`src/rtl/button_conditioner_if.sv`:
```
// Push-button conditioner signal bundle: raw button level in, debounced
// level and press/release/long-press event pulses out.
interface button_conditioner_if;
    logic button_i;
    logic press_o;
    logic release_o;
    logic long_o;
    logic level_o;

    modport master (
        output button_i,
        input  press_o,
        input  release_o,
        input  long_o,
        input  level_o
    );

    modport slave (
        input  button_i,
        output press_o,
        output release_o,
        output long_o,
        output level_o
    );
endinterface

```
`src/rtl/button_conditioner.sv`:
```
// Debounces a raw push-button and emits registered press, release and
// long-press pulses plus a debounced level.
module button_conditioner #(
    parameter int unsigned DEBOUNCE_CYCLES = 2,
    parameter int unsigned LONG_CYCLES     = 100
) (
    input  logic                 clk,
    input  logic                 nRst_i,
    button_conditioner_if.slave  bus
);

    localparam int unsigned DW = $clog2(DEBOUNCE_CYCLES + 1);
    localparam int unsigned HW = $clog2(LONG_CYCLES + 1);

    localparam logic [DW-1:0] DEB_MAX   = DW'(DEBOUNCE_CYCLES);
    localparam logic [DW-1:0] DEB_ONE   = DW'(1);
    localparam logic [HW-1:0] HOLD_MAX  = HW'(LONG_CYCLES);
    localparam logic [HW-1:0] HOLD_LAST = HW'(LONG_CYCLES - 1);

    typedef enum logic [1:0] {
        IDLE,
        PRESS_WAIT,
        PRESSED,
        RELEASE_WAIT
    } state_t;

    state_t        state_q;
    logic          s1_q;
    logic          s2_q;
    logic [DW-1:0] deb_q;
    logic [HW-1:0] hold_q;
    logic [HW-1:0] hold_d;
    logic          press_q;
    logic          release_q;
    logic          long_q;
    logic          level_q;

    // Saturating hold count so a very long hold can never re-trigger long_o.
    always_comb begin
        hold_d = hold_q;
        if (hold_q != HOLD_MAX) begin
            hold_d = hold_q + 1'b1;
        end
    end

    always_ff @(posedge clk or negedge nRst_i) begin
        if (!nRst_i) begin
            s1_q      <= 1'b0;
            s2_q      <= 1'b0;
            state_q   <= IDLE;
            deb_q     <= '0;
            hold_q    <= '0;
            press_q   <= 1'b0;
            release_q <= 1'b0;
            long_q    <= 1'b0;
            level_q   <= 1'b0;
        end else begin
            s1_q      <= bus.button_i;
            s2_q      <= s1_q;
            press_q   <= 1'b0;
            release_q <= 1'b0;
            long_q    <= 1'b0;

            if (state_q == PRESSED || state_q == RELEASE_WAIT) begin
                hold_q <= hold_d;
                if (hold_q == HOLD_LAST) begin
                    long_q <= 1'b1;
                end
            end

            case (state_q)
                IDLE: begin
                    if (s2_q) begin
                        state_q <= PRESS_WAIT;
                        deb_q   <= DEB_ONE;
                    end
                end
                PRESS_WAIT: begin
                    if (!s2_q) begin
                        state_q <= IDLE;
                        deb_q   <= '0;
                    end else if (deb_q == DEB_MAX) begin
                        state_q <= PRESSED;
                        deb_q   <= '0;
                        hold_q  <= '0;
                        press_q <= 1'b1;
                        level_q <= 1'b1;
                    end else begin
                        deb_q <= deb_q + 1'b1;
                    end
                end
                PRESSED: begin
                    if (!s2_q) begin
                        state_q <= RELEASE_WAIT;
                        deb_q   <= DEB_ONE;
                    end
                end
                RELEASE_WAIT: begin
                    // A short dropout returns to PRESSED; the hold time keeps running.
                    if (s2_q) begin
                        state_q <= PRESSED;
                        deb_q   <= '0;
                    end else if (deb_q == DEB_MAX) begin
                        state_q   <= IDLE;
                        deb_q     <= '0;
                        release_q <= 1'b1;
                        level_q   <= 1'b0;
                    end else begin
                        deb_q <= deb_q + 1'b1;
                    end
                end
                default: begin
                    state_q <= IDLE;
                    deb_q   <= '0;
                end
            endcase
        end
    end

    assign bus.press_o   = press_q;
    assign bus.release_o = release_q;
    assign bus.long_o    = long_q;
    assign bus.level_o   = level_q;

endmodule

```
`src/flat_wrapper.sv`:
```
// flat-port wrapper written by rule: the top's interface ports become plain ports
module button_conditioner_flat 
#(
    parameter int unsigned DEBOUNCE_CYCLES = 2,
    parameter int unsigned LONG_CYCLES     = 100
)
  (clk, nRst_i, bus_button_i, bus_press_o, bus_release_o, bus_long_o, bus_level_o);
  button_conditioner_if bus_i ();
  input  logic clk;
  input  logic nRst_i;
  input wire logic [$bits(bus_i.button_i)-1:0] bus_button_i;
  output wire logic [$bits(bus_i.press_o)-1:0] bus_press_o;
  output wire logic [$bits(bus_i.release_o)-1:0] bus_release_o;
  output wire logic [$bits(bus_i.long_o)-1:0] bus_long_o;
  output wire logic [$bits(bus_i.level_o)-1:0] bus_level_o;
  assign bus_i.button_i = bus_button_i;
  assign bus_press_o = bus_i.press_o;
  assign bus_release_o = bus_i.release_o;
  assign bus_long_o = bus_i.long_o;
  assign bus_level_o = bus_i.level_o;
  button_conditioner #(.DEBOUNCE_CYCLES(DEBOUNCE_CYCLES), .LONG_CYCLES(LONG_CYCLES)) u_core (.clk(clk), .nRst_i(nRst_i), .bus(bus_i));
endmodule
```
`config.mk`:
```
export PLATFORM = sky130hd
export DESIGN_NAME = button_conditioner_flat
export DESIGN_NICKNAME = d
export VERILOG_FILES = /design/src/rtl/button_conditioner_if.sv /design/src/rtl/button_conditioner.sv /design/src/flat_wrapper.sv
export SDC_FILE = /design/constraint.sdc
export NUM_CORES = 1
export LEC_CHECK = 0
export ABC_AREA = 1
export CAP_MARGIN = 20
export CORE_MARGIN = 1.5
export CORE_UTILIZATION = 45
export DETAILED_ROUTE_END_ITERATION = 8
export GPL_TIMING_DRIVEN = 0
export PLACE_DENSITY = 0.76
export SKIP_LAST_GASP = 1
export SLEW_MARGIN = 20
export SYNTH_ARGS = -nofsm -noshare
export SYNTH_HDL_FRONTEND = slang
export SYNTH_SLANG_ARGS = --single-unit
```
`constraint.sdc`:
```
create_clock -name clk -period 1 [get_ports clk]
set_input_delay 0.2 -clock clk [delete_from_list [all_inputs] [get_ports clk]]
set_output_delay 0.2 -clock clk [all_outputs]
set_load 0.1 [all_outputs]
```
==> results.json <==
{
  "status": "finished, violations left",
  "violations": "negative hold slack, negative setup slack",
  "gp_congestion": 0.7970,
  "route.detailed.drc": 0,
  "seq_area_frac_synth": 0.5075,
  "cts_tree": "yes",
  "slew_violations": 0,
  "hold_viol": 17,
  "antenna_found_initial": 0,
  "timing.fmax_ghz": 0.8720,
  "slew_headroom": 0.4859,
  "p_leak_nw": 0.5273,
  "maxCapViolations": 0,
  "cp_data_arrival_time_ns": 1.34,
  "synth_top_family_by_area": "simple AND/OR/NAND/NOR gates",
  "die-area_um2": 2131,
  "rsz0062_at_grt": "yes",
  "synth.avg_cell_area_um2": 8.824,
  "synth_compound_area_frac": 0.07313,
  "vias_per_cell": 4.813,
  "cts.clk_slew.worst_paths_ns": 0.10,
  "required_ns": 1.19,
  "ir_drop_uv": 1668,
  "crit_fanout": 3,
  "post-dp-hpwl_um": 1041,
  "syn-cell-area_um2": 838.3,
  "dp_cells": 126,
  "rr_worst_depth": 6,
  "die_h_um": 46.16,
  "reg2reg_slack_ns": -0.15,
  "grt_pass1_wl_um": 2484,
  "postSynthCellCount": 95,
  "diodes": 0,
  "clock_tree.root_cell": "clkbuf_4",
  "final_common_cell": "nand2_1",
  "io_buffers": 6,
  "synth_area_leader_cell": "dfrtp_1",
  "grt_pass1_vias": 613,
  "yosys.area_share.simple": 0.3030,
  "start_kind": "flip-flop",
  "clock_latency_ns": 0.29,
  "drive_gt1_frac": 0.4561,
  "nNetsFinal": 120,
  "synthAdderAreaFrac": 0.02985,
  "synthXorXnorAreaFrac": 0.01045,
  "htree_levels": 1,
  "ys_ff_latch": 17,
  "cts.sinks": 17,
  "final_antenna_net_count": 0,
  "syn_to_final_growth_pct": 36.57,
  "first_pass_iters": 4,
  "ioPinCount": 7,
  "die-width_um": 46.16,
  "skew_ns": 0.001490,
  "grtUsageTotal": 0.1679,
  "synth_nets": 100,
  "synth.mux.area_fraction": 0,
  "hold_ws_ns": -0.04082,
  "cpMaxStageDelayCell": "dfrtp_1",
  "synth.distinct_cells": 20,
  "min_period_ns": 1.147,
  "clk_path_buf_depth": 2,
  "setup_viol": 11,
  "rows": 15,
  "cts_made_buffers": 3,
  "vias": 669,
  "grt-ovfl-total": 0,
  "core_area_um2": 1745,
  "hold_class": "input pin to async pin",
  "grt_max_degree": 18,
  "setup.worst_path.class": "flip-flop to flip-flop",
  "path_cells": "inv_2 -> ha_4 -> nand2_2 -> nand3b_1 -> nand3_1 -> nand2_1",
  "synth.top_cells.by_area": "dfrtp_1 (51%), nand2_1 (8.5%), inv_1 (6.3%)",
  "drt_iter0_markers": 9,
  "tns_ns": -1.016,
  "power_density_nw_per_um2": 2529,
  "yosys_warnings": 0,
  "yosys.area.top_type_share": 0.5075,
  "wl_per_cell_um": 11.87,
  "cts_hold_buffers": 0,
  "period_share": 1.147,
  "fin_cells": 139,
  "worst_pin_slew_ns": 0.7698,
  "fillerInstances": 151,
  "initial_core_util": 0.4803,
  "drt-total-wl_um": 1650,
  "slowest_delay_ns": 0.43,
  "crit_path_end_kind": "flip-flop",
  "layout_setup_ws_ns": -0.1468,
  "final_cell_mix": "nand2_1 (17), nor2_1 (11), dfrtp_1 (11)"
}
area by class of cell:
type	instances	area, µm²	share of cell area
Sequential cell	17	432.9	0.3781
Multi-Input combinational cell	62	432.9	0.3781
Timing Repair Buffer	15	150.1	0.1311
Inverter	15	56.30	0.04918
Tap cell	25	31.28	0.02732
Clock buffer	3	22.52	0.01967
Buffer	1	11.26	0.009836
Clock inverter	1	7.507	0.006557
final timing paths:
kind                             startpoint                end
max in group asynchronous            nRst_i  u_core.bus.long_o
setup / recovery           u_core.hold_q[1]   u_core.hold_q[0]
min in group clk               bus_button_i        u_core.s1_q
hold / removal                       nRst_i   u_core.hold_q[3]
hold reg to reg                 u_core.s1_q        u_core.s2_q
setup reg to reg           u_core.hold_q[1]   u_core.hold_q[0]
stage by stage:
stage	total power, mW	util	hold WS, ns	setup slack, ns	cell area (µm²)
floorplan	1.833	-	-0.09559	-0.04854	860.8
CTS	2.629	0.6079	0.3279	-0.1374	1061
global route	3.080	0.6559	0.008826	-0.1974	1145
finish	2.895	0.6559	-0.04082	-0.1468	1145
detailed placement	2.056	0.5455	0.3355	-0.6528	952.2
global placement	1.997	0.5455	0.3376	-0.6617	952.2
critical path: cells and delay by family, from the launching register on:
family	cells	cell delay, ns
AND/OR/NAND/NOR	4	0.38
flip-flops	1	0.43
buffers and inverters	1	0.09
adder cells (fa/ha/maj)	1	0.14
per-layer routing:
layer,up-vias,part of all wire,global-route usage
met5,-,0,0
li1,333,-,-
met4,0,0.015,0.08000
met1,318,0.41,0.1985
met2,14,0.55,0.2833
met3,4,0.018,0.03922
synth_stat cells, drive strengths merged:
cell	n
xor2	1
o21ai	6
o31ai	1
ha	2
buf	1
nand3b	2
inv	15
nand3	8
dfrtp	17
nor2	15
nand2	23
a21oi	4
power breakdown:
group | internal, mW | switching [mW] | total, mW
registers | 0.882 | 0.231 | 1.11
clock network | 0.152 | 0.230 | 0.382
logic | 0.584 | 0.816 | 1.40
flip-flops by register name, indices dropped and copies added, names as in the netlist, named ones only:
signal	cells
u_core.bus.press_o	1
u_core.deb_q	2
u_core.bus.level_o	1
u_core.hold_q	7
u_core.state_q	1
u_core.bus.release_o	1
u_core.bus.long_o	1
u_core.s2_q	1
u_core.s1_q	1
cell families after synthesis:
logic type | after synthesis
buffers and inverters | 16
AO/OA/AOI/OAI | 11
flip-flops | 17
XOR/XNOR | 1
adder cells (fa/ha/maj) | 2
AND/OR/NAND/NOR | 48
timing repair:
| action | CTS | global route |
|---|---|---|
| pin swaps | 7 | 10 |
| buffers inserted | 6 | 3 |
| setup endpoints to repair | 13 | 19 |
| resized for setup | 38 | 18 |
No activity file was read; power rests on OpenSTA's default activity.
